**src/rtl/alu_issue_ctrl_if.sv**
```systemverilog
// Instruction handshake and ALU operand/opcode bus for alu_issue_ctrl.
// The controller is the initiator of the ALU bus, so it takes the master
// modport; the slave modport is the environment (front end plus ALU).
interface alu_issue_ctrl_if;
  logic       instr_valid;
  logic [8:0] instr;
  logic       instr_ready;
  logic [7:0] alu_a;
  logic [7:0] alu_b;
  logic [4:0] alu_op;
  logic [7:0] alu_result;

  modport master (
    input  instr_valid, instr, alu_result,
    output instr_ready, alu_a, alu_b, alu_op
  );

  modport slave (
    output instr_valid, instr, alu_result,
    input  instr_ready, alu_a, alu_b, alu_op
  );
endinterface

```
**src/rtl/alu_issue_ctrl.sv**
```systemverilog
// alu_issue_ctrl: four-state issue/decode controller for an external 8-bit
// combinational ALU. Owns a 4x8 register file, decodes 9-bit C-type and
// S-type instructions, issues operands, captures the result and writes back.
// Optional feature macro: ALU_ISSUE_ZERO_FLAG_EN (adds the zero_flag output).
module alu_issue_ctrl #(
  parameter int NREG = 4
) (
  input  logic                    clk,
  input  logic                    rst_n,
  alu_issue_ctrl_if.master        bus,
  input  logic                    load_en,
  input  logic [1:0]              load_addr,
  input  logic [7:0]              load_data,
  output logic                    done,
  output logic                    illegal,
  input  logic [1:0]              dbg_sel,
  output logic [7:0]              dbg_data
`ifdef ALU_ISSUE_ZERO_FLAG_EN
  ,
  output logic                    zero_flag
`endif
);

  localparam logic [4:0] OP_NOT     = 5'b00010;
  localparam logic [4:0] OP_SHL     = 5'b10000;
  localparam logic [4:0] OP_SHR     = 5'b10001;
  localparam logic [4:0] OP_ILLEGAL = 5'b11111;

  typedef enum logic [1:0] {
    S_IDLE,
    S_DECODE,
    S_EXEC,
    S_WB
  } state_t;

  state_t     state;
  state_t     state_nxt;
  logic [8:0] instr_q;
  logic [7:0] rf [NREG];
  logic [7:0] alu_a_q;
  logic [7:0] alu_b_q;
  logic [4:0] alu_op_q;
  logic [7:0] result_q;
  logic [4:0] dec_op;
  logic [7:0] dec_b;
  logic [1:0] rd;
  logic [1:0] rs;
  logic       accept;
  logic       wb_legal;

  assign rd       = instr_q[3:2];
  assign rs       = instr_q[1:0];
  assign accept   = bus.instr_valid && bus.instr_ready;
  assign wb_legal = (state == S_WB) && (alu_op_q != OP_ILLEGAL);

  assign bus.alu_a  = alu_a_q;
  assign bus.alu_b  = alu_b_q;
  assign bus.alu_op = alu_op_q;
  assign dbg_data   = rf[dbg_sel];

  // State register; reset aborts any instruction in flight.
  // NOTE: clocked state uses non-blocking (<=) so every flop samples the
  // pre-edge values; blocking here would create order-dependent races.
  always_ff @(posedge clk or negedge rst_n) begin
    if (!rst_n) state <= S_IDLE;
    else        state <= state_nxt;
  end

  // Next-state: fixed IDLE -> DECODE -> EXEC -> WB ring, gated by the handshake.
  // NOTE: every variable driven in always_comb gets a default on entry; a
  // path that leaves one unassigned would infer a latch.
  always_comb begin
    state_nxt = state;
    unique case (state)
      S_IDLE:   if (accept) state_nxt = S_DECODE;
      S_DECODE: state_nxt = S_EXEC;
      S_EXEC:   state_nxt = S_WB;
      S_WB:     state_nxt = S_IDLE;
      default:  state_nxt = S_IDLE;
    endcase
  end

  // Handshake and retire outputs; a direct load in IDLE blocks acceptance.
  always_comb begin
    bus.instr_ready = 1'b0;
    done            = 1'b0;
    illegal         = 1'b0;
    unique case (state)
      S_IDLE: bus.instr_ready = !load_en;
      S_WB: begin
        done    = 1'b1;
        illegal = (alu_op_q == OP_ILLEGAL);
      end
      default: ;
    endcase
  end

  // Instruction decode from the latched word into ALU opcode and operand b.
  always_comb begin
    dec_op = OP_ILLEGAL;
    dec_b  = rf[rs];
    if (instr_q[8]) begin
      dec_op = instr_q[7] ? OP_SHR : OP_SHL;
      dec_b  = {5'b0, instr_q[6:4]};
    end else begin
      unique case (instr_q[7:4])
        4'd0, 4'd1, 4'd2, 4'd3, 4'd4, 4'd5: dec_op = {1'b0, instr_q[7:4]};
        default:                            dec_op = OP_ILLEGAL;
      endcase
      if ({1'b0, instr_q[7:4]} == OP_NOT) dec_b = 8'h00;
    end
  end

  // Instruction word is sampled only at the handshake edge.
  always_ff @(posedge clk or negedge rst_n) begin
    if (!rst_n)      instr_q <= '0;
    else if (accept) instr_q <= bus.instr;
  end

  // Operand/opcode issue registers, held from DECODE until the next DECODE.
  always_ff @(posedge clk or negedge rst_n) begin
    if (!rst_n) begin
      alu_a_q  <= 8'h00;
      alu_b_q  <= 8'h00;
      alu_op_q <= 5'b00000;
    end else if (state == S_DECODE) begin
      alu_a_q  <= rf[rd];
      alu_b_q  <= dec_b;
      alu_op_q <= dec_op;
    end
  end

  // ALU result capture during EXEC.
  always_ff @(posedge clk or negedge rst_n) begin
    if (!rst_n)                 result_q <= 8'h00;
    else if (state == S_EXEC)   result_q <= bus.alu_result;
  end

  // Register file: direct load in IDLE, legal writeback in WB.
  // NOTE: every entry is reset because the file must read 0x00 after reset;
  // that keeps it in flops, so no RAM macro can be inferred for it.
  always_ff @(posedge clk or negedge rst_n) begin
    if (!rst_n) begin
      for (int i = 0; i < NREG; i++) rf[i] <= 8'h00;
    end else if ((state == S_IDLE) && load_en) begin
      rf[load_addr] <= load_data;
    end else if (wb_legal) begin
      rf[rd] <= result_q;
    end
  end

`ifdef ALU_ISSUE_ZERO_FLAG_EN
  // Zero flag tracks the last legal writeback only.
  always_ff @(posedge clk or negedge rst_n) begin
    if (!rst_n)        zero_flag <= 1'b0;
    else if (wb_legal) zero_flag <= (result_q == 8'h00);
  end
`endif

endmodule

```
**src/flat_wrapper.sv**
```systemverilog
// flat-port wrapper written by rule: the top's interface ports become plain ports
module alu_issue_ctrl_flat 
#(
  parameter int NREG = 4
)
  (clk, rst_n, load_en, load_addr, load_data, done, illegal, dbg_sel, dbg_data, bus_instr_valid, bus_instr, bus_alu_result, bus_instr_ready, bus_alu_a, bus_alu_b, bus_alu_op);
  alu_issue_ctrl_if bus_i ();
  input  logic clk;
  input  logic rst_n;
  input  logic load_en;
  input  logic [1:0] load_addr;
  input  logic [7:0] load_data;
  output logic done;
  output logic illegal;
  input  logic [1:0] dbg_sel;
  output logic [7:0] dbg_data;
  input wire logic [$bits(bus_i.instr_valid)-1:0] bus_instr_valid;
  input wire logic [$bits(bus_i.instr)-1:0] bus_instr;
  input wire logic [$bits(bus_i.alu_result)-1:0] bus_alu_result;
  output wire logic [$bits(bus_i.instr_ready)-1:0] bus_instr_ready;
  output wire logic [$bits(bus_i.alu_a)-1:0] bus_alu_a;
  output wire logic [$bits(bus_i.alu_b)-1:0] bus_alu_b;
  output wire logic [$bits(bus_i.alu_op)-1:0] bus_alu_op;
  assign bus_i.instr_valid = bus_instr_valid;
  assign bus_i.instr = bus_instr;
  assign bus_i.alu_result = bus_alu_result;
  assign bus_instr_ready = bus_i.instr_ready;
  assign bus_alu_a = bus_i.alu_a;
  assign bus_alu_b = bus_i.alu_b;
  assign bus_alu_op = bus_i.alu_op;
  alu_issue_ctrl #(.NREG(NREG)) u_core (.clk(clk), .rst_n(rst_n), .bus(bus_i), .load_en(load_en), .load_addr(load_addr), .load_data(load_data), .done(done), .illegal(illegal), .dbg_sel(dbg_sel), .dbg_data(dbg_data));
endmodule
```
**config.mk**
```make
export PLATFORM = sky130hd
export DESIGN_NAME = alu_issue_ctrl_flat
export DESIGN_NICKNAME = d
export VERILOG_FILES = /design/src/rtl/alu_issue_ctrl_if.sv /design/src/rtl/alu_issue_ctrl.sv /design/src/flat_wrapper.sv
export SDC_FILE = /design/constraint.sdc
export NUM_CORES = 1
export LEC_CHECK = 0
export ABC_CLOCK_PERIOD_IN_PS = 3900
export CAP_MARGIN = 20
export CELL_PAD_IN_SITES_DETAIL_PLACEMENT = 2
export CELL_PAD_IN_SITES_GLOBAL_PLACEMENT = 2
export CORE_ASPECT_RATIO = 1.25
export CORE_MARGIN = 2
export CORE_UTILIZATION = 40
export CTS_BUF_LIST = sky130_fd_sc_hd__clkbuf_8
export DETAILED_ROUTE_END_ITERATION = 16
export PLACE_DENSITY = 0.95
export SLEW_MARGIN = 20
export SYNTH_ARGS = -nofsm -noshare
export SYNTH_HDL_FRONTEND = slang
export SYNTH_SLANG_ARGS = --single-unit
```
**constraint.sdc**
```tcl
create_clock -name clk -period 3.9 [get_ports clk]
set_input_delay 0.78 -clock clk [delete_from_list [all_inputs] [get_ports clk]]
set_output_delay 0.78 -clock clk [all_outputs]
set_load 0.02 [all_outputs]
```
==> results.md, run 1 <==
* Worst-Skew Late Latency at 0.37 ns
* Resize count post-CTS at 0
* Most used cell, CP: clkdlybuf4s50_1
* Status: finished, final reports clean
* Post-Syn Area at between 3000 and 4000 µm²
* Area delta synth->final at 23.10%
* Layout cells sized above 1 at between 20% and 30%
* Worst Hold Class: reg -> reg
* H-tree depth at 3
* Antenna diode count at 0
* CP arrival at approximately 2.6 ns
* P_leak at 1.962 nW
* RSZ-0062 raised after global routing: no
* I/O pins at 65
* Final Hold Fails at 0
* Initial drt markers at 191
* Min cycle time layout at about 3.4 ns
* Vias in the first global route at 3361
* Setup_tns at 0 ns
* GRT Resource Usage Total at 26.66%
* Post-synth EDFFs at 0
* DP Wirelength at about 9000 µm
* Via count at 2920
* IO buf count at 64
* Total Power at between 4 and 5 mW
* Period utilization at just under 90%
* CTS Buf Count at 9
* Syn Nets at 347
* Core Box Area at 9223 µm²
* Worst reg2reg setup slack at 1.74 ns
* Hold Path Stages at 1
* PD cells at 904.1 nW/µm²
* Setup CP Type: in -> out
* Critical path capture point type: output pin
* Skew final at ~0.013 ns
* Reg2reg end: u_core.rf[27]
* CP top delay family: buffers and inverters
* CP max stage cell: clkdlybuf4s50_1
* First-pass GRT wire length at ~20000 µm
* Hold buffer count at CTS at 0
* Final setup fails at 0
* Async set-reset flop share out of synthesis at 100.0%
* Starting Density at 41.35%
* Slew HR at 37.43%
* Total grt overflow at 0
* Antenna violations before repair at 0
* Worst EP required at 3.12 ns
* Clock Tree Buf Depth at 2
* Number of synthesized register bits at around 70
* Residual DRC at 0
* Mean area per synthesized cell at 12.34 µm²
* Worst r2r src: u_core.state[0]
* Gate count of the mapped netlist at 309
* Post-DR wirelength/cell at 25.77 µm
* Worst-margin pin slew at 0.9386 ns
* YS warnings at 0
* Register clock-pin slew on the reported worst setup and hold paths at 0.08 ns
* DIE HEIGHT at around 110 µm
* Worst setup SP type: primary input
* Hold Crit Start: u_core.bus.alu_a[6]
* Post-CTS setup repair buffer count at 0
* Fmax achieved at 295.5 MHz
* Critical Path Fanout Max at 8
* DR vias/cell at around 6
* Seq/Total Area, Yosys at between 40 and 50%
* Final nets at 406
* Reg2reg path depth at 6
* Clock root cell: clkbuf_8
* Slowest Stage Delay on Critical Path at 0.59 ns
* Full die area at just over 10000 µm²
* Num Clock Sinks at 72
* WL final at roughly 13000 µm
* Row cnt at 39
* Ys flop type: dfrtp_1
* Crit path cell chain: clkdlybuf4s50_1, buf_4, mux4_2, clkdlybuf4s50_1
* CTS tree: built
* Largest net degree at the start of global routing at 73
* Post-DRT Antenna Nets at 0
* Peak supply drop at 0.4222 mV
* Max-cap viol count at 0
* Buf+Inv Stages, Crit Path at 3
* Hold path endpoint: u_core.bus.alu_a[6]
* Pins Over Slew Limit at 0
* Die Wd at 91.34 µm
* Library cells used by synthesis at 34
* Router iterations before antenna repair at 5
* Final GP Congestion at 0.7345
[sequential cells by signal, summed over array words and instances, names as in the netlist]
signal / flops
u_core.bus.alu_op: 5
u_core.result_q: 8
u_core.bus.alu_b: 8
u_core.rf: 32
u_core.state: 2
u_core.bus.alu_a: 8
u_core.instr_q: 9
[metal layers]
layer / up-vias / track usage [%] / part of all wire (%)
met1: 1552 / 30.55 / 38
met2: 104 / 49.28 / 55
met5: - / 0 / 0
met3: 18 / 3.862 / 3.9
li1: 1246 / - / -
met4: 0 / 11.52 / 2.3
[through the flow]
step / cells / utilization [%] / instance area [µm²] / hold WS, ns / setup WS, ns
floorplan: 309 / - / 3814 / 0.4844 / 1.512
CTS: 496 / 50.88 / 4692 / 0.5261 / 0.5101
global route: 496 / 50.90 / 4695 / 0.5486 / 0.4839
finish: 496 / 50.90 / 4695 / 0.5192 / 0.5162
global placement: 480 / 48.64 / 4486 / 0.4891 / 0.5718
detailed placement: 480 / 48.64 / 4486 / 0.5073 / 0.5136
[report_power, final]
group | total, mW | switching (mW) | internal [mW] | leakage, nW
combinational | 1.97 | 0.935 | 1.04 | 1.05
sequential | 1.64 | 0.530 | 1.11 | 0.814
clock | 0.628 | 0.300 | 0.328 | 0.101
[kinds of logic after synthesis]
| logic type | synth area share (%) |
|---|---|
| and+or+nand+nor | 5.283 |
| DFF | 47.24 |
| buffers and inverters | 7.907 |
| muxes | 22.41 |
| AOI/OAI and AO/OA | 15.52 |
| adders and majority gates | 1.640 |
[synthesized netlist by cell type (5+ instances only)]
master	count	area (µm²)
nor2_1	8	30.03
mux2_2	27	304.0
o22ai_1	31	193.9
mux4_2	24	540.5
a21oi_1	14	70.07
a21oi_2	13	113.9
ha_1	5	62.56
nand2_1	8	30.03
dfrtp_1	72	1802
o221a_2	8	90.09
clkbuf_1	5	18.77
nand2b_1	7	43.79
buf_6	8	90.09
inv_1	43	161.4
o21ai_0	7	35.03
[cell type report]
class,instances,area (µm²)
Clock buffer,11,151.4
Clock inverter,5,55.05
Fill cell,898,4528
Inverter,43,161.4
Multi-Input combinational cell,175,1713
Sequential cell,72,1802
Tap cell,123,153.9
Timing Repair Buffer,67,658.1
[worst max-delay path by stage]
stage	end	slack [ns]	cells past startpoint	startpoint
5_1_grt	dbg_data[4]	0.48	4	dbg_sel[0]
3_3_place_gp	dbg_data[0]	0.57	4	dbg_sel[0]
4_1_cts	dbg_data[4]	0.51	4	dbg_sel[0]
6_report	dbg_data[4]	0.52	4	dbg_sel[0]
2_1_floorplan	dbg_data[0]	1.51	2	dbg_sel[0]
3_5_place_dp	dbg_data[0]	0.51	4	dbg_sel[0]
[cell usage in the layout, fill, tap and decap left out, drive strengths merged, types with 2 or more instances in the layout]
master,count
mux2,27
inv,43
nand2,9
a21oi,27
dfrtp,72
nand4b,2
ha,5
or2b,2
and2,3
nor2,8
o21ai,7
clkdlybuf4s50,63
buf,4
o22ai,31
clkinv,2
mux4,24
a211o,4
clkinvlp,2
nand2b,7
clkbuf,11
o221a,8
Note: power is estimated with default switching activity, not from simulation.
==> run 2: changes to the inputs <==
Settings changed: CORE_MARGIN 2 to 5.
==> run 2 against run 1 <==
Net effect:
- routed wire length increased by 1.3%
- critical path depth did not move
- clock power decreased by 6.2%
- highest routed layer unchanged
==> results.md, run 2 (synthesis gave the netlist of run 1 again) <==
* Status: finished, final reports clean
* Worst setup SP type: primary input
* Row cnt at 39
* Worst r2r src: u_core.state[0]
* Worst hold slack at ~0.44 ns
* Starting Density at 41.35%
* Most frequent cells in the layout: dfrtp_1, clkdlybuf4s50_1, inv_1
* CP max stage cell: mux4_2
* Max FFs per register at 32
* Largest net degree at the start of global routing at 47
* Residual DRC at 0
* Top reg by flops: u_core.rf
* Most used cell, CP: clkdlybuf4s50_1
* Initial drt markers at 186
* Slowest Stage Delay on Critical Path at around 0.57 ns
* CTS tree: built
* Post-route cell area at 4676 µm²
* Internal cell power at 2.457 mW
* Antenna diode count at 0
* Min cycle time layout at between 3 and 4 ns
* Setup_tns at 0 ns
* Fmax achieved at ~300 MHz
* Resize count post-CTS at 0
* Clock root cell: clkbuf_8
* Reg power frac at 38.6%
* Sw Share at about two fifths
* Clock Power Share at 14.0%
* Num Clock Sinks at 72
* Final setup fails at 0
* RSZ-0062 raised after global routing: no
* Final design utilization at 50.70%
* Post-DR wirelength/cell at between 20 and 30 µm
* Worst-margin pin slew at 0.6540 ns
* Register clock-pin slew on the reported worst setup and hold paths at 0.08 ns
* Core Box Area at around 9200 µm²
* Critical path capture point type: output pin
* Die Wd at 97.34 µm
* Post-DRT Antenna Nets at 0
* Reg2reg path depth at 6
* Vias in the first global route at 3448
* Pins Over Slew Limit at 0
* Router iterations before antenna repair at 4
* CP top delay family: buffers and inverters
* Final nets at 406
* DIE HEIGHT at 119.2 µm
* Commonest non-fill, non-tap cell in the layout: dfrtp_1
* CTS Buf Count at 9
* Final GP Congestion at 0.7829
* H-tree depth at 3
* Worst Hold Class: in -> async
* Reg2reg end: u_core.rf[26]
* IO buf count at 64
* Final Instance Count excl. Fillers at about 500
* Worst reg2reg setup slack at 1.78 ns
* I/O pins at 65
* Slew HR at 56.40%
* CP arrival at 2.63 ns
* Comb power frac at 47.4%
* Area delta synth->final at 22.60%
* Post-CTS setup repair buffer count at 0
* PD cells at 902.4 nW/µm²
* Placed instance count at 480
* Worst-Skew Late Latency at 0.36 ns
* Peak supply drop at between 0.2 and 0.3 mV
* Final Hold Fails at 0
* P_leak at 1.962 nW
* GRT Resource Usage Total at a little under a quarter
* Layout cells sized above 1 at 25.81%
* Total grt overflow at 0
* Full die area at 11600 µm²
* Period utilization at roughly 88%
* Setup CP Type: in -> out
* Worst EP required at 3.12 ns
* DP Wirelength at 8839 µm
* Max-cap viol count at 0
* Psw at 1.762 mW
* Critical Path Fanout Max at 8
* WP depth at 4
* First-pass GRT wire length at 20510 µm
* Antenna violations before repair at 0
* Skew final at about 0.014 ns
* WL final at between 10000 and 15000 µm
* Crit path cell chain: clkdlybuf4s50_1, buf_4, mux4_2, clkdlybuf4s50_1
* Biggest regs: u_core.rf: 32 flops, u_core.instr_q: 9 flops
* DR vias/cell at roughly 6
* Hold buffer count at CTS at 0
* Via count at 2913
* Buf+Inv Stages, Crit Path at 3
* Clock Tree Buf Depth at 2
* Cell Area, Placed at 4486 µm²
-- run 2: cell types whose count changed in the layout (fill, tap and decap cells not counted) --
cell,change
clkinv_2,-1
clkinvlp_4,-1
clkbuf_8,-1
inv_1,+2
-- run 2: cell type report --
| cell class | count | area [µm²] |
|---|---|---|
| Timing Repair Buffer | 67 | 658.1 |
| Fill cell | 894 | 4547 |
| Clock inverter | 5 | 50.05 |
| Tap cell | 123 | 153.9 |
| Sequential cell | 72 | 1802 |
| Inverter | 43 | 161.4 |
| Multi-Input combinational cell | 175 | 1713 |
| Clock buffer | 10 | 137.6 |
-- run 2: stage by stage --
step           setup slack, ns  total power, mW
2_1_floorplan            1.512            2.780
3_3_place_gp            0.5708            3.327
3_5_place_dp            0.5350            3.539
4_1_cts                 0.4729            4.231
5_1_grt                 0.4171            4.421
6_report                0.4860            4.219
-- run 2: layer usage --
layer	share of wire (%)	up-vias	GRT usage [%]
li1	-	1239	-
met1	39	1535	26.87
met2	55	113	41.71
met3	3.9	26	3.860
met4	2.9	0	9.177
met5	0	-	0
-- run 2: power groups by stage --
| stage | sequential (mW) | clock [mW] | combinational (mW) |
|---|---|---|---|
| 6_report | 1.63 | 0.589 | 2.00 |
| 5_1_grt | 1.67 | 0.625 | 2.13 |
| 4_1_cts | 1.62 | 0.596 | 2.02 |
| 3_5_place_dp | 1.60 | 0 | 1.94 |
| 3_3_place_gp | 1.54 | 0 | 1.79 |
| 2_1_floorplan | 1.48 | 0 | 1.30 |
-- run 2: how the worst max path moves through the flow --
stage	from	to	slack, ns
floorplan	dbg_sel[0]	dbg_data[0]	1.51
global placement	dbg_sel[0]	dbg_data[0]	0.57
detailed placement	dbg_sel[0]	dbg_data[4]	0.53
CTS	dbg_sel[0]	dbg_data[0]	0.47
global route	dbg_sel[0]	dbg_data[0]	0.42
finish	dbg_sel[0]	dbg_data[0]	0.49
